**src/rtl/mem_stage.sv**
```systemverilog
// mem_stage: RV32I memory-access stage with integrated MEM/WB result register.
// Issues one data-memory request per load/store over a req/ready handshake.
// Holds the front of the pipeline while the access is outstanding.
// Handles byte/half/word lanes, sign extension, misalign faults and an optional bus timeout.
module mem_stage #(
  parameter int TIMEOUT_CYCLES = 0
) (
  input  logic        clk,
  input  logic        rst_n,
  input  logic        valid_in,
  input  logic [31:0] alu_result,
  input  logic [31:0] rs2_data,
  input  logic        mem_read,
  input  logic        mem_write,
  input  logic [2:0]  funct3,
  input  logic [4:0]  rd_addr_in,
  input  logic        reg_write_in,
  output logic        stall,
  output logic        dmem_req,
  output logic        dmem_we,
  output logic [31:0] dmem_addr,
  output logic [31:0] dmem_wdata,
  output logic [3:0]  dmem_be,
  input  logic        dmem_ready,
  input  logic [31:0] dmem_rdata,
  output logic [31:0] wb_data,
  output logic [4:0]  rd_addr_out,
  output logic        wb_valid,
  output logic        misaligned,
  output logic        bus_error
);

  typedef enum logic {IDLE, BUSY} state_t;

  localparam logic [2:0] F_B  = 3'b000;
  localparam logic [2:0] F_H  = 3'b001;
  localparam logic [2:0] F_W  = 3'b010;
  localparam logic [2:0] F_BU = 3'b100;
  localparam logic [2:0] F_HU = 3'b101;

  localparam bit          TO_EN   = (TIMEOUT_CYCLES > 0);
  localparam logic [31:0] TO_LAST = TO_EN ? 32'(TIMEOUT_CYCLES - 1) : 32'd0;

  state_t      state;
  logic [31:0] addr_q;
  logic [31:0] wdata_q;
  logic [3:0]  be_q;
  logic [2:0]  f3_q;
  logic [4:0]  rd_q;
  logic        rw_q;
  logic        we_q;
  logic        rd_op_q;
  logic [31:0] to_cnt;

  logic        mem_op;
  logic        fault;
  logic [3:0]  be_next;
  logic [31:0] wdata_next;
  logic [7:0]  ld_byte;
  logic [15:0] ld_half;
  logic [31:0] ld_data;
  logic        busy;
  logic        timeout_hit;

  assign mem_op = valid_in & (mem_read | mem_write);
  assign busy   = (state == BUSY);

  // Abort on the cycle that completes the TIMEOUT_CYCLES-th unanswered BUSY cycle;
  // a ready in that same cycle takes priority.
  assign timeout_hit = TO_EN && busy && !dmem_ready && (to_cnt == TO_LAST);

  // Decode lane enables, replicated store data and fault for the incoming access.
  always_comb begin
    // NOTE: every always_comb output gets a default first so no path can infer a latch.
    fault      = 1'b0;
    be_next    = 4'b0000;
    wdata_next = rs2_data;
    case (funct3)
      F_B, F_BU: begin
        be_next    = 4'b0001 << alu_result[1:0];
        wdata_next = {4{rs2_data[7:0]}};
      end
      F_H, F_HU: begin
        be_next    = alu_result[1] ? 4'b1100 : 4'b0011;
        wdata_next = {2{rs2_data[15:0]}};
        fault      = alu_result[0];
      end
      F_W: begin
        be_next = 4'b1111;
        fault   = |alu_result[1:0];
      end
      default: fault = 1'b1;
    endcase
  end

  // Extract and extend load data using the latched byte offset and size.
  always_comb begin
    ld_data = dmem_rdata;
    case (addr_q[1:0])
      2'd0:    ld_byte = dmem_rdata[7:0];
      2'd1:    ld_byte = dmem_rdata[15:8];
      2'd2:    ld_byte = dmem_rdata[23:16];
      default: ld_byte = dmem_rdata[31:24];
    endcase
    ld_half = addr_q[1] ? dmem_rdata[31:16] : dmem_rdata[15:0];
    case (f3_q)
      F_B:     ld_data = {{24{ld_byte[7]}}, ld_byte};
      F_BU:    ld_data = {24'd0, ld_byte};
      F_H:     ld_data = {{16{ld_half[15]}}, ld_half};
      F_HU:    ld_data = {16'd0, ld_half};
      default: ld_data = dmem_rdata;
    endcase
  end

  // Bus drive comes only from latched fields; stall is forced low while in reset.
  assign dmem_req   = busy;
  assign dmem_we    = busy & we_q;
  assign dmem_addr  = {addr_q[31:2], 2'b00};
  assign dmem_wdata = wdata_q;
  assign dmem_be    = busy ? be_q : 4'b0000;
  assign stall      = rst_n && (busy ? (!dmem_ready && !timeout_hit)
                                     : (mem_op && !fault));

  // IDLE/BUSY control, access latches, timeout counter and MEM/WB result register.
  always_ff @(posedge clk or negedge rst_n) begin
    if (!rst_n) begin
      state       <= IDLE;
      addr_q      <= '0;
      wdata_q     <= '0;
      be_q        <= '0;
      f3_q        <= '0;
      rd_q        <= '0;
      rw_q        <= 1'b0;
      we_q        <= 1'b0;
      rd_op_q     <= 1'b0;
      to_cnt      <= '0;
      wb_data     <= '0;
      rd_addr_out <= '0;
      wb_valid    <= 1'b0;
      misaligned  <= 1'b0;
      bus_error   <= 1'b0;
    end else begin
      // NOTE: non-blocking assignments so every register samples pre-edge values.
      misaligned <= 1'b0;
      bus_error  <= 1'b0;
      case (state)
        IDLE: begin
          if (!mem_op) begin
            wb_data     <= alu_result;
            rd_addr_out <= rd_addr_in;
            wb_valid    <= valid_in & reg_write_in;
          end else if (fault) begin
            misaligned <= 1'b1;
            wb_valid   <= 1'b0;
          end else begin
            addr_q   <= alu_result;
            wdata_q  <= wdata_next;
            be_q     <= be_next;
            f3_q     <= funct3;
            rd_q     <= rd_addr_in;
            rw_q     <= reg_write_in;
            we_q     <= mem_write;
            rd_op_q  <= mem_read;
            to_cnt   <= '0;
            wb_valid <= 1'b0;
            state    <= BUSY;
          end
        end
        BUSY: begin
          if (dmem_ready) begin
            state <= IDLE;
            if (rd_op_q) begin
              wb_data     <= ld_data;
              rd_addr_out <= rd_q;
              wb_valid    <= rw_q;
            end else begin
              wb_valid <= 1'b0;
            end
          end else if (timeout_hit) begin
            state     <= IDLE;
            bus_error <= 1'b1;
            wb_valid  <= 1'b0;
          end else if (TO_EN) begin
            to_cnt <= to_cnt + 32'd1;
          end
        end
        default: state <= IDLE;
      endcase
    end
  end

endmodule

```
**config.mk**
```make
export PLATFORM = sky130hd
export DESIGN_NAME = mem_stage
export DESIGN_NICKNAME = d
export VERILOG_FILES = /design/src/rtl/mem_stage.sv
export SDC_FILE = /design/constraint.sdc
export NUM_CORES = 1
export LEC_CHECK = 0
export CORE_ASPECT_RATIO = 0.75
export CORE_MARGIN = 2
export CORE_UTILIZATION = 45
export DETAILED_ROUTE_END_ITERATION = 10
export GPL_ROUTABILITY_DRIVEN = 0
export GPL_TIMING_DRIVEN = 0
export PLACE_DENSITY = 0.88
export SLEW_MARGIN = 20
export SYNTH_ARGS = -nofsm -noshare
export SYNTH_HDL_FRONTEND = slang
export SYNTH_SLANG_ARGS = --single-unit
```
**constraint.sdc**
```tcl
create_clock -name clk -period 1.8 [get_ports clk]
set_input_delay 0.36 -clock clk [delete_from_list [all_inputs] [get_ports clk]]
set_output_delay 0.36 -clock clk [all_outputs]
set_load 0.02 [all_outputs]
```
==> flow_metrics.env, run 1 <==
export IMPL_clk_pin_slew_ns=0.06
export IMPL_die_width_microns=138
export IMPL_fin_skew_ns=0.0100
export IMPL_cts_root_buf="clkbuf_16"
export IMPL_fill_cells=956
export IMPL_leakage_nw=4.18
export IMPL_required_ns=1.44
export IMPL_yosysWarningCount=0
export IMPL_ant_nets=0
export IMPL_synth_cell_types=40
export IMPL_setup_tns_ns=-0.0273
export IMPL_r2r_start="dmem_req"
export IMPL_syn_to_final_growth_pct=54.2
export IMPL_cp_end_kind="output port"
export IMPL_yosys_register_bits=119
export IMPL_boundaryPins=222
export IMPL_cpMaxStageDelayCell="clkdlybuf4s50_1"
export IMPL_r2r_cells=7
export IMPL_track_usage=0.290
export IMPL_cp_startpoint="dmem_ready"
export IMPL_critPathLaunchType="input port"
export IMPL_failed_checks="negative hold slack, negative setup slack"
export IMPL_final_common_cell="clkdlybuf4s50_1"
export IMPL_ir_drop_mv=1.01
export IMPL_multi_input_area_sq_um=2640
export IMPL_grt_pass1_wl_microns=31600
export IMPL_clock_fmax_mhz=547
export IMPL_nets=933
export IMPL_post_route_drc_count=0
export IMPL_drt_total_wl_microns=20600
export IMPL_die_h_microns=104
export IMPL_dieArea_sq_um=14400
export IMPL_synth_top_area_share=0.493
export IMPL_yosys_area_top_type="dfrtp_1"
export IMPL_hold_ws_ns=-0.180
export IMPL_cts_max_path_buffers=2
export IMPL_antenna_found_initial=0
export IMPL_clock_sinks=119
export IMPL_core_sq_um=13100
export IMPL_drive_above_1_share=0.231
export IMPL_drt_first_pass_iters=5
export IMPL_fin_total_pwr_mw=11.9
export IMPL_reg2reg_setup_slack_ns=0.01
export IMPL_power_density_nw_per_um2=1280
export IMPL_synthCells=571
export IMPL_relSlewSlack=0.557
export IMPL_synth_top_cells_by_area="dfrtp_1 49%, mux2_2 8.8%, mux2i_1 6.5%, buf_4 5.0%, nand2_1 4.0%"
export IMPL_layout_common_cells="164 x clkdlybuf4s50_1, 119 x dfrtp_1, 63 x nand2_1"
export IMPL_insertedDiodeCount=0
export IMPL_synth_area_sq_um=6040
export IMPL_dp_final_hpwl_microns=14700
export IMPL_drv_slew=0
export IMPL_routed_via_density=5.46
export IMPL_tightest_slew_ns=0.664
export IMPL_initial_core_util=0.462
export IMPL_status="finished with violations"
export IMPL_rsz0062_at_grt="yes"
export IMPL_io_buffers=217
export IMPL_cts_tree="built"
export IMPL_max_cap_violations=0
export IMPL_rows=36
export IMPL_finish_instance_area_sq_um=9320
export IMPL_worstReg2RegEnd="wb_data[20]"
export IMPL_grt_pass1_vias=5762
export IMPL_dpl_cell_area_sq_um=8460
export IMPL_critPathArrivalTime_ns=1.47
export IMPL_setup_slack_ns=-0.0273
export IMPL_worst_setup_path_type="in -> out"
export IMPL_fin_crit_sh=1.02
export IMPL_slowest_delay_ns=0.56
export IMPL_grt_max_degree=63
export IMPL_drtIter0Drc=433
export IMPL_worst_hold_path_type="in -> async"
export IMPL_via_count=5494
export IMPL_cp_cell_sequence="clkdlybuf4s50_1, nand2b_1, nand2_4, and2_4, buf_6"
export IMPL_critical_path_top_delay_family="buffers and inverters"
export IMPL_insertion_delay_ns=0.41
export IMPL_htree_levels=4
export IMPL_finalSetupViolCount=1
export IMPL_regArea_sq_um=2980
export IMPL_fin_crit_ns=1.83
export IMPL_final_hold_violation_count=58
export IMPL_cp_buffers_inverters=2
export IMPL_crit_fanout=4
export IMPL_grt_overflow=0
export IMPL_avgSynthCellArea_sq_um=10.6
export IMPL_ys_seq_area_frac=0.493
export IMPL_cts_buffers=17
export IMPL_wl_per_cell_microns=20.5
power breakdown:
group	switching (mW)	internal [mW]
Sequential	0.415	3.37
Clock	1.31	2.34
Combinational	2.27	2.21
cell families (layout without fill, tap and decap cells):
family	after synthesis	count (layout)	share of synthesized area
simple gates	160	160	0.120
compound gates	119	119	0.127
flops	119	119	0.493
mux	96	96	0.176
buf+inv	76	338	0.0833
other cells	1	3	0.000621
area by class of cell:
| cell class | count | area share |
|---|---|---|
| Buffer | 69 | 0.0547 |
| Timing Repair Buffer | 232 | 0.249 |
| Clock inverter | 13 | 0.0212 |
| Sequential cell | 119 | 0.320 |
| Multi-Input combinational cell | 378 | 0.284 |
| Inverter | 5 | 0.00201 |
| Tap cell | 171 | 0.0230 |
| Clock buffer | 19 | 0.0465 |
worst register-to-register path: stages, from the launching register on:
cell and delay [ns]:
dfrtp_1 0.42, nor2b_4 0.18, buf_4 0.16, a22o_1 0.15, buf_6 0.15, buf_4 0.22, nor3_1 0.10, a211oi_1 0.29
layer usage:
layer,up-vias,part of all wire,GRT usage
met5,-,0,0
met4,0,0.023,0.0918
met3,47,0.090,0.0819
met2,281,0.47,0.462
met1,2678,0.42,0.381
li1,2488,-,-
cells in the mapped netlist:
master,count
nor2_1,44
and2_1,9
o21ai_0,39
nor3_4,1
a22oi_1,10
buf_6,7
mux2_2,47
a22o_1,2
a221oi_1,7
buf_4,40
dfrtp_1,119
o21a_1,1
a32oi_1,1
nand3_1,6
clkbuf_1,12
nor3_1,22
a21oi_1,16
nor2_2,1
a21oi_2,2
o211ai_4,1
o21ai_1,1
mux2_4,9
conb_1,1
a21boi_0,1
nand2_1,64
buf_2,12
inv_1,5
or2_1,1
o211ai_1,2
or3_1,2
nand2b_1,5
a31oi_1,1
o22ai_1,11
mux2i_1,39
nor4_4,1
a211oi_1,20
or3b_2,1
nor2b_1,3
mux2_1,1
a21o_1,4
per-stage QoR:
step | instances | worst slack [ns] | hold slack [ns] | utilization
final | 1006 | -0.0273 | -0.180 | 0.713
after detailed placement | 962 | -1.24 | 0.373 | 0.648
after global routing | 1006 | -0.103 | -0.169 | 0.713
after global placement | 961 | -4.70 | 0.460 | 0.646
after floorplan | 573 | 0.0225 | 0.0644 | -
after CTS | 1003 | -0.0958 | -0.114 | 0.704
worst max-delay path by stage:
stage	to	slack, ns	cells after the start
after floorplan	stall	0.02	6
after global routing	stall	-0.10	5
after global placement	stall	-4.70	3
final	stall	-0.03	5
after detailed placement	stall	-1.24	7
after CTS	stall	-0.1	6
sequential cells by signal (all words and copies together), names as in the netlist:
name         count
addr_q          32
be_q             4
dmem_req         1
dmem_wdata      32
f3_q             3
misaligned       1
rd_addr_out      5
rd_op_q          1
rd_q             5
rw_q             1
wb_data         32
wb_valid         1
we_q             1
what timing repair did:
action,4_1_cts,5_1_grt
setup endpoints to repair,135,48
gates cloned,0,0
buffers inserted,10,4
resized for setup,92,29
hold endpoints to repair,58,58
pin swaps,4,4
No activity file was read; power rests on OpenSTA's default activity.
==> run 2, diff against run 1 <==
PLACE_DENSITY = 0.81   (was 0.88)
==> flow_metrics.env, run 2 (same netlist as run 1, synthesis figures left out) <==
export IMPL_r2r_cells=6
export IMPL_drv_slew=0
export IMPL_relSlewSlack=0.556
export IMPL_final_common_cell="clkdlybuf4s50_1"
export IMPL_ant_nets=0
export IMPL_post_place_ws_ns=-1.23
export IMPL_rsz0062_at_grt="yes"
export IMPL_dp_cells=962
export IMPL_rows=36
export IMPL_cp_end_kind="output port"
export IMPL_initial_core_util=0.462
export IMPL_cp_startpoint="dmem_req"
export IMPL_cts_buffers=17
export IMPL_core_sq_um=13100
export IMPL_setup_tns_ns=-0.0147
export IMPL_fin_total_pwr_mw=12.1
export IMPL_critPathLaunchType="flip-flop"
export IMPL_instances_no_fill=1011
export IMPL_power_density_nw_per_um2=1280
export IMPL_insertion_delay_ns=0.42
export IMPL_leakage_nw=4.25
export IMPL_max_cap_violations=0
export IMPL_antenna_found_initial=0
export IMPL_clock_sinks=119
export IMPL_worst_hold_path_type="in -> async"
export IMPL_required_ns=1.44
export IMPL_worst_setup_path_type="reg -> out"
export IMPL_dieArea_sq_um=14400
export IMPL_boundaryPins=222
export IMPL_finalSetupViolCount=1
export IMPL_grt_pass1_vias=5780
export IMPL_crit_path_end="stall"
export IMPL_hold_ws_ns=0.0330
export IMPL_status="finished with violations"
export IMPL_fin_crit_sh=1.01
export IMPL_die_h_microns=104
export IMPL_worstReg2RegEnd="wb_data[13]"
export IMPL_ir_drop_mv=0.761
export IMPL_dp_final_hpwl_microns=14500
export IMPL_layout_common_cells="163 x clkdlybuf4s50_1, 118 x dfrtp_1, 63 x nand2_1"
export IMPL_grt_pass1_wl_microns=31100
export IMPL_nets=938
export IMPL_drt_first_pass_iters=5
export IMPL_syn_to_final_growth_pct=56.4
export IMPL_setup_slack_ns=-0.0147
export IMPL_io_buffers=217
export IMPL_via_count=5685
export IMPL_insertedDiodeCount=0
export IMPL_wl_per_cell_microns=20.7
export IMPL_cts_root_buf="clkbuf_16"
export IMPL_routed_via_density=5.62
export IMPL_grt_max_degree=81
export IMPL_drt_total_wl_microns=21000
export IMPL_drive_above_1_share=0.238
export IMPL_die_width_microns=138
export IMPL_fin_skew_ns=0.00783
export IMPL_failed_checks="negative setup slack"
export IMPL_cts_max_path_buffers=2
export IMPL_post_route_drc_count=0
export IMPL_clk_pin_slew_ns=0.06
export IMPL_drtIter0Drc=473
export IMPL_fin_crit_ns=1.81
export IMPL_clock_fmax_mhz=551
export IMPL_tightest_slew_ns=0.666
export IMPL_grt_overflow=0
export IMPL_reg2reg_setup_slack_ns=0.01
export IMPL_r2r_start="dmem_req"
export IMPL_htree_levels=4
export IMPL_crit_fanout=3
export IMPL_critPathArrivalTime_ns=1.45
export IMPL_cts_tree="built"
export IMPL_final_hold_violation_count=0
export IMPL_track_usage=0.284
## run 2: cell types whose count changed in the layout (fill, tap and decap cells not counted), sizes merged
cell	delta
bufinv	+2
clkinv	-1
clkbuf	+2
clkdlybuf4s50	-1
dlygate4sd2	+2
dlymetal6s2s	-1
inv	-2
dlygate4sd3	+1
buf	+3
## run 2: final cells by class
class | instances | area (sq um)
clock buffers | 20 | 447
flip-flops and latches | 119 | 2980
well taps | 171 | 214
inverters | 5 | 18.8
multi-input cells | 378 | 2640
clock inverters | 12 | 224
plain buffers | 70 | 505
repair buffers | 236 | 2420
fillers | 918 | 3610
## run 2: what timing repair did
action                                  in CTS  in global routing
endpoints found under the hold margin       40                 40
resized for setup                           95                 26
pin swaps                                    4                  1
buffers inserted                            10                  2
cloned                                       0                  1
endpoints found under the setup margin     132                 39
## run 2: metal layers
metal | up-vias | wire, microns | GRT usage
li1 | 2501 | - | -
met1 | 2782 | 8450 | 0.368
met2 | 345 | 9810 | 0.459
met3 | 57 | 2050 | 0.0731
met4 | 0 | 656 | 0.0991
met5 | - | 0 | 0
## run 2: worst min-delay path by stage
stage | startpoint | to | slack (ns) | cells past startpoint
6_report | rst_n | addr_q[18] | 0.03 | 3
3_3_place_gp | be_q[3] | be_q[3] | 0.45 | 2
5_1_grt | rst_n | addr_q[18] | 0.05 | 3
3_5_place_dp | rst_n | addr_q[15] | 0.30 | 1
4_1_cts | rst_n | addr_q[15] | -0.14 | 1
2_1_floorplan | rst_n | addr_q[0] | 0.06 | 0
## run 2: power breakdown
group | switching (mW) | total [mW] | internal [mW]
combinational | 2.24 | 4.42 | 2.19
sequential | 0.444 | 3.82 | 3.38
clock | 1.25 | 3.88 | 2.63
## run 2: critical path, cell delays in order, from the launching register on
cell,delay (ns)
dfrtp_2,0.44
nor2b_4,0.17
o211ai_4,0.12
nand2_4,0.08
and2_4,0.13
buf_6,0.11
## run 2: metrics by stage
step | utilization | instance area, sq um
after global placement | 0.646 | 8440
after global routing | 0.723 | 9450
after floorplan | - | 6050
final | 0.723 | 9450
after CTS | 0.707 | 9230
after detailed placement | 0.648 | 8460
==> run 3, diff against run 2 <==
CORE_MARGIN = default   (was 2)
TNS_END_PERCENT = 5   (was default)
==> flow_metrics.env, run 3 (same netlist as run 1, synthesis figures left out) <==
export IMPL_gr_usage_met2=0.459
export IMPL_instances_no_fill=1003
export IMPL_nets=930
export IMPL_grt_overflow=0
export IMPL_rows=36
export IMPL_worst_setup_path_type="reg -> out"
export IMPL_cts_root_buf="clkbuf_16"
export IMPL_required_ns=1.44
export IMPL_drv_slew=0
export IMPL_final_hold_violation_count=54
export IMPL_hold_ws_ns=-0.100
export IMPL_core_sq_um=13100
export IMPL_cts_tree="built"
export IMPL_boundaryPins=222
export IMPL_fin_skew_ns=0.00689
export IMPL_cts_buffers=17
export IMPL_track_usage=0.289
export IMPL_fin_crit_sh=1.03
export IMPL_power_density_nw_per_um2=1300
export IMPL_drt_total_wl_microns=20100
export IMPL_grtUsageMet3=0.0804
export IMPL_dp_final_hpwl_microns=14200
export IMPL_leakage_nw=4.16
export IMPL_clock_fmax_mhz=538
export IMPL_fill_cells=942
export IMPL_setup_slack_ns=-0.0571
export IMPL_grt_max_degree=66
export IMPL_critPathLaunchType="flip-flop"
export IMPL_max_cap_violations=0
export IMPL_htree_levels=4
export IMPL_insertion_delay_ns=0.42
export IMPL_antenna_found_initial=0
export IMPL_clk_pin_slew_ns=0.06
export IMPL_initial_core_util=0.462
export IMPL_insertedDiodeCount=0
export IMPL_top_usage_layer="met2"
export IMPL_grtUsageMet1=0.377
export IMPL_drive_above_1_share=0.267
export IMPL_drt_first_pass_iters=5
export IMPL_rsz0062_at_grt="yes"
export IMPL_crit_fanout=3
export IMPL_ant_nets=0
export IMPL_syn_to_final_growth_pct=53.4
export IMPL_dieArea_sq_um=13900
export IMPL_grt_pass1_vias=5466
export IMPL_die_width_microns=136
export IMPL_clock_sinks=119
export IMPL_cts_max_path_buffers=2
export IMPL_via_count=5539
export IMPL_tightest_slew_ns=0.693
export IMPL_io_buffers=217
export IMPL_status="finished with violations"
export IMPL_grt_pass1_wl_microns=29600
export IMPL_finalSetupViolCount=6
export IMPL_failed_checks="negative hold slack, negative setup slack"
export IMPL_setup_tns_ns=-0.106
export IMPL_r2r_cells=7
export IMPL_dp_cells=962
export IMPL_critPathArrivalTime_ns=1.50
export IMPL_fin_crit_ns=1.86
export IMPL_relSlewSlack=0.537
export IMPL_routed_via_density=5.52
export IMPL_post_route_drc_count=0
export IMPL_layout_common_cells="161 x clkdlybuf4s50_1, 118 x dfrtp_1, 76 x buf_4"
export IMPL_wl_per_cell_microns=20.0
export IMPL_ir_drop_mv=0.907
export IMPL_die_h_microns=102
export IMPL_worst_hold_path_type="in -> async"
export IMPL_drtIter0Drc=372
export IMPL_final_common_cell="clkdlybuf4s50_1"
export IMPL_cp_end_kind="output port"
-- run 3: report_power, final --
group / internal (mW) / switching (mW)
registers: 3.38 / 0.430
clock network: 2.56 / 1.21
logic: 2.23 / 2.24
total: 8.17 / 3.88
-- run 3: worst max-delay path, cell delays in order (launching register included) --
cell	delay, ns
dfrtp_2	0.45
nor2b_4	0.18
o211ai_4	0.12
nand2_4	0.08
and2_4	0.14
buf_6	0.11
-- run 3: what timing repair did --
action                     in CTS  in global routing
setup endpoints to repair     133                 40
pin swaps                       3                  4
hold endpoints to repair       54                 54
buffers inserted                7                  3
resized for setup             101                 27
-- run 3: routing by layer --
| metal | up-vias | wire, microns | part of all wire |
|---|---|---|---|
| li1 | 2491 | - | - |
| met2 | 327 | 9470 | 0.47 |
| met3 | 37 | 1800 | 0.090 |
| met1 | 2684 | 8420 | 0.42 |
| met4 | 0 | 388 | 0.019 |
| met5 | - | 0 | 0 |
-- run 3: layout make-up --
type / count / area, sq um / share of cell area
Multi-Input combinational cell: 378 / 2660 / 0.287
Clock inverter: 8 / 168 / 0.0181
Inverter: 5 / 18.8 / 0.00203
Sequential cell: 119 / 2980 / 0.321
Buffer: 70 / 520 / 0.0562
Tap cell: 171 / 214 / 0.0231
Timing Repair Buffer: 228 / 2230 / 0.241
Clock buffer: 24 / 482 / 0.0520
-- run 3: stage by stage --
| step | utilization | total power, mW | hold WS (ns) | area, sq um | worst slack (ns) |
|---|---|---|---|---|---|
| 2_1_floorplan | - | 6.14 | 0.0644 | 6050 | 0.0225 |
| 3_3_place_gp | 0.646 | 8.07 | 0.454 | 8440 | -4.53 |
| 3_5_place_dp | 0.648 | 8.20 | 0.350 | 8460 | -1.20 |
| 4_1_cts | 0.702 | 12.0 | -0.0878 | 9170 | -0.116 |
| 5_1_grt | 0.709 | 12.5 | -0.0663 | 9270 | -0.105 |
| 6_report | 0.709 | 12.0 | -0.100 | 9270 | -0.0571 |
-- run 3: path summary, 6_finish.rpt --
check / start / endpoint / slack, ns
min in group clk: funct3[2] / f3_q[2] / 0.31
max: dmem_req / stall / -0.06
min: rst_n / addr_q[16] / -0.10
min reg2reg: dmem_wdata[23] / dmem_wdata[23] / 0.48
max reg2reg: dmem_req / wb_data[12] / 0.03
max in group asynchronous: rst_n / rd_q[4] / 1.18
==> RTL edit 1 (config.mk and constraints of run 1) <==
Remove the case item `F_B, F_BU` of the case on `funct3`.
--- a/src/rtl/mem_stage.sv
+++ b/src/rtl/mem_stage.sv
@@ -77,8 +77,4 @@
     wdata_next = rs2_data;
     case (funct3)
-      F_B, F_BU: begin
-        be_next    = 4'b0001 << alu_result[1:0];
-        wdata_next = {4{rs2_data[7:0]}};
-      end
       F_H, F_HU: begin
         be_next    = alu_result[1] ? 4'b1100 : 4'b0011;
Formal check against the unedited RTL: not equivalent (Yosys sat finds a counterexample within 4 cycles, from zero or initial values and one cycle with rst_n low).
==> RTL edit 1 against run 1 <==
The run still ends with hold timing, setup timing left. Critical path depth is 2 higher. Final cell count grew 6.8%. Synthesized area down 5.6%. Non-clock buffer count rose by 5. Sequential cell count down 2. Setup slack got worse by 0.42 ns. Combinational power decreased by 25%. Fmax down 19%. Critical path type unchanged. Die area fell by 5.4%. Total power fell by 13%. Routed wire length shrank 4.0%. Final area is 3.0% lower. Synthesized cell count is 13% higher. Largest power group is now registers.
==> RTL edit 1: results (changes against run 1) <==
| Metric | Value |
|---|---|
| Hold Fails Final Rpt | `41 (-29%)` |
| Final setup vio count | `7 (+6)` |
| RR Endpoint | `wb_data[13]` |
| Final worst setup slack | `-0.4466 ns (-0.4193 ns)` |
| Vias | `5776 (+5.1%)` |
| First-pass GRT wire length | `30.78 mm (-2.5%)` |
| Met3 global-route usage | `10.01% (+1.8 points)` |
| # port buffers | `218 (+0.46%)` |
| Failing checks | `hold timing, setup timing` |
| Routed wire length | `19.79 mm (-4.0%)` |
| Synth cell count leaders | `213 x nand2_1, 117 x dfrtp_1, 62 x nor2_1, 37 x buf_4, 30 x mux2i_1` |
| Crit Path Max Fanout | `3 (-1)` |
| Top post-synthesis cells by area | `dfrtp_1 51%, nand2_1 14%, mux2i_1 5.3%, buf_4 4.9%, a221oi_1 4.5%` |
| GRT Resource Usage Total | `29.72% (+0.75 points)` |
| DR WL/cell | `18.43 um (-10%)` |
| Initial drt markers | `442 (+2.1%)` |
| Status | `finished, violations left` |
| Met1 GRT Util | `39.17% (+1.1 points)` |
| DR WL met2 | `9.051 mm (-7.0%)` |
| Comb pwr share | `32.3% (-5.2 points)` |
| Largest net degree at the start of global routing | `78 (+24%)` |
| Leak | `0.004430 uW (+6.0%)` |
| Cell variety after synth | `32 (-20%)` |
| Fin Hold WS | `-0.1352 ns (+0.04497 ns)` |
| Layout cells sized above 1 | `17.29% (-5.8 points)` |
| DPL Wire Length | `14.31 mm (-2.7%)` |
| Power in sequential cells | `3510 uW (-7.4%)` |
| Final worst clock skew | `0.008122 ns (-0.001919 ns)` |
| Worst path arrival time | `1.89 ns (+0.42 ns)` |
| Vias in the first global route | `5712 (-0.87%)` |
| Seq/Total Area, Yosys | `51.35% (+2.1 points)` |
| CP Launch Point | `funct3[0]` |
==> RTL edit 1: cell count changes after synthesis, moves of 10 or more <==
cell | run 1 | this run
a211oi_1 | 20 | 0
a221oi_1 | 7 | 29
a22oi_1 | 10 | 0
mux2_2 | 47 | 7
nand2_1 | 64 | 213
nor2_1 | 44 | 62
nor3_1 | 22 | 1
o21ai_0 | 39 | 11
o21ai_1 | 1 | 14
==> RTL edit 1: per-stage QoR <==
stage	setup slack, ns	cell area (sq um)	hold WS (ns)
after floorplan	-0.2652	5728	0.06441
after global placement	-4.504	8118	0.4505
after detailed placement	-1.589	8147	0.2973
after CTS	-0.4555	8899	-0.1296
after global routing	-0.4685	9036	-0.1246
final	-0.4466	9036	-0.1352
==> RTL edit 1: worst max-delay path, cell delays in order <==
cell and delay, ns:
buf_6 0.10, or4b_4 0.53, a2111o_1 0.46, buf_6 0.15, nand2_4 0.05, and2_4 0.13, buf_6 0.11
==> RTL edit 1: cells by family (layout without fill, tap and decap cells) <==
group,Yosys count,after routing,synth area share (%)
AO/OA/AOI/OAI,96,96,11.59
buffers and inverters,82,344,8.185
flip-flops,117,117,51.35
multiplexers,37,37,6.649
other,1,3,0.06577
AND/OR/NAND/NOR,311,311,22.16
==> RTL edit 1: layout make-up <==
| type | count | area (sq um) |
|---|---|---|
| clock buffer | 20 | 456.7 |
| timing repair buffer | 234 | 2320 |
| inverter | 6 | 22.52 |
| multi-input combinational | 447 | 2411 |
| tap | 166 | 207.7 |
| clock inverter | 12 | 153.9 |
| fill | 940 | 3269 |
| buffer | 72 | 535.5 |
| sequential | 117 | 2929 |
==> RTL edit 1: timing repair <==
item	4_1_cts	5_1_grt
buffers inserted	14	1
gates resized for setup	113	58
endpoints found under the hold margin	41	41
endpoints found under the setup margin	150	123
pin swaps	3	2
==> RTL edit 2 (flow settings as in run 1) <==
Made on the original files. Make the reset (`rst_n`) synchronous in one clocked block.
--- a/src/rtl/mem_stage.sv
+++ b/src/rtl/mem_stage.sv
@@ -123,5 +123,5 @@
 
   // IDLE/BUSY control, access latches, timeout counter and MEM/WB result register.
-  always_ff @(posedge clk or negedge rst_n) begin
+  always_ff @(posedge clk) begin
     if (!rst_n) begin
       state       <= IDLE;
Behaviour: differs if rst_n is asserted again (counterexample within 4 cycles, from zero or initial values and one cycle with rst_n low); with rst_n held inactive, the same outputs for 4 cycles.
==> RTL edit 2 against run 1 <==
Die area fell by 7.2%. Synthesized cell count rose by 19%. Setup slack got worse by 0.082 ns. Final cell count rose by 9.7%. Synthesized area fell by 7.4%. Sequential share of layout area fell by 4.8 points. Clock skew fell by 0.0040 ns. Sequential cell count did not move. Routed wire length rose by 4.8%. The flow finishes with violations (setup timing). Critical path type is now register to output port. Register-to-register slack got worse by 0.02 ns. Hold slack improved by 0.43 ns. Final area fell by 5.8%.
Power is not compared: it rests on default switching activity, and its combinational part moved more than twofold at a synthesized area within 25%.
==> RTL edit 2: results (changes against run 1) <==
| Metric | Value |
|---|---|
| Hold Fails Final Rpt | `0 (-100%)` |
| Dpl ws | `-1.210 ns (+0.03426 ns)` |
| Ys flop type | `dfxtp_1` |
| Routed wire length | `21.62 mm (+4.8%)` |
| Clock Latency Late Sink | `0.43 ns (+0.02 ns)` |
| Vias | `6343 (+15%)` |
| Compound-Gate Fraction of Synth Area | `25.50% (+13 points)` |
| Failing checks | `setup timing` |
| Crit Path Max Fanout | `7 (+3)` |
| # port buffers | `218 (+0.46%)` |
| Initial drt markers | `606 (+40%)` |
| First-pass GRT wire length | `33.04 mm (+4.7%)` |
| Final worst clock skew | `0.006029 ns (-0.004012 ns)` |
| CP max-delay cell | `dfxtp_2` |
| Post-synth ARST share | `0% (-100 points)` |
| Status | `finished, violations left` |
| Worst path arrival time | `1.55 ns (+0.08 ns)` |
| Layout net count | `1036 (+11%)` |
| Layout cells sized above 1 | `15.35% (-7.8 points)` |
| Rel. slew slack | `44.78% (-11 points)` |
| Seq/Total Area, Yosys | `42.60% (-6.7 points)` |
| Synth cell count leaders | `143 x nand2_1, 119 x dfxtp_1, 70 x a21oi_1, 39 x buf_4, 37 x o21ai_0` |
| Final setup vio count | `2 (+1)` |
| Top post-synthesis cells by area | `dfxtp_1 43%, nand2_1 9.6%, a21oi_1 6.3%, buf_4 5.2%, mux2i_1 4.1%` |
| GRT Resource Usage Total | `32.21% (+3.2 points)` |
| Setup TNS Final | `-0.1234 ns (-0.09606 ns)` |
| Placed insts | `1064 (+11%)` |
| Class of the worst hold path | `primary input to register` |
| Mapped Avg Cell Area | `8.249 sq um (-22%)` |
| R2r setup slk | `-0.01 ns (-0.02 ns)` |
| Vias in the first global route | `6122 (+6.2%)` |
| Final worst setup slack | `-0.1095 ns (-0.08221 ns)` |
| Crit path largest cell delay | `0.33 ns (-0.23 ns)` |
| Fin Hold WS | `0.2505 ns (+0.4307 ns)` |
| DPL Wire Length | `15.28 mm (+3.9%)` |
## RTL edit 2: timing repair
item / CTS / global route
pin swaps: 3 / 2
buffers inserted: 7 / 1
cloned: 0 / 0
endpoints found under the setup margin: 124 / 54
gates resized for setup: 92 / 33
hold endpoints to repair: 0 / 0
## RTL edit 2: metrics by stage
step / cell area, sq um / util, %
after CTS: 8725 / 71.41
after detailed placement: 7990 / 65.40
after floorplan: 5600 / -
after global routing: 8771 / 71.79
final: 8771 / 71.79
after global placement: 7990 / 65.40
## RTL edit 2: routing by layer
layer,up-vias,share of wire [%],global-route usage [%]
met4,0,3.7,16.54
met5,-,0,0
met3,80,12,8.145
met1,2957,40,41.50
met2,432,45,50.42
li1,2874,-,-
## RTL edit 2: logic make-up (layout without fill, tap and decap cells)
kind of cell,after synthesis,count (layout)
AND/OR/NAND/NOR,217,217
multiplexers,31,31
flip-flops,119,119
buffers and inverters,95,353
AO/OA/AOI/OAI,215,215
other,1,3
## RTL edit 2: worst register-to-register path: stages (launching register included)
cell	delay, ns
dfxtp_2	0.34
buf_8	0.14
buf_1	0.64
mux2i_1	0.44
a211oi_1	0.12
## RTL edit 2: final timing paths
path              startpoint             end  cells past startpoint
setup / recovery    dmem_req           stall                      6
hold / removal     funct3[2]         f3_q[2]                      3
setup reg to reg    dmem_req  rd_addr_out[4]                      4
hold reg to reg    addr_q[5]       addr_q[5]                      2
## RTL edit 2: area by class of cell
type,count,area (sq um)
Buffer,89,566.8
Clock buffer,18,439.2
Clock inverter,14,221.5
Fill cell,892,3447
Inverter,6,30.03
Multi-Input combinational cell,466,2739
Sequential cell,119,2384
Tap cell,166,207.7
Timing Repair Buffer,226,2183
## RTL edit 2: report_power, final
| part | total, uW | switching, uW | internal (uW) |
|---|---|---|---|
| registers | 2900 | 96.0 | 2800 |
| clock network | 3810 | 1310 | 2500 |
| logic | 1590 | 843 | 749 |
| total | 8300 | 2250 | 6050 |
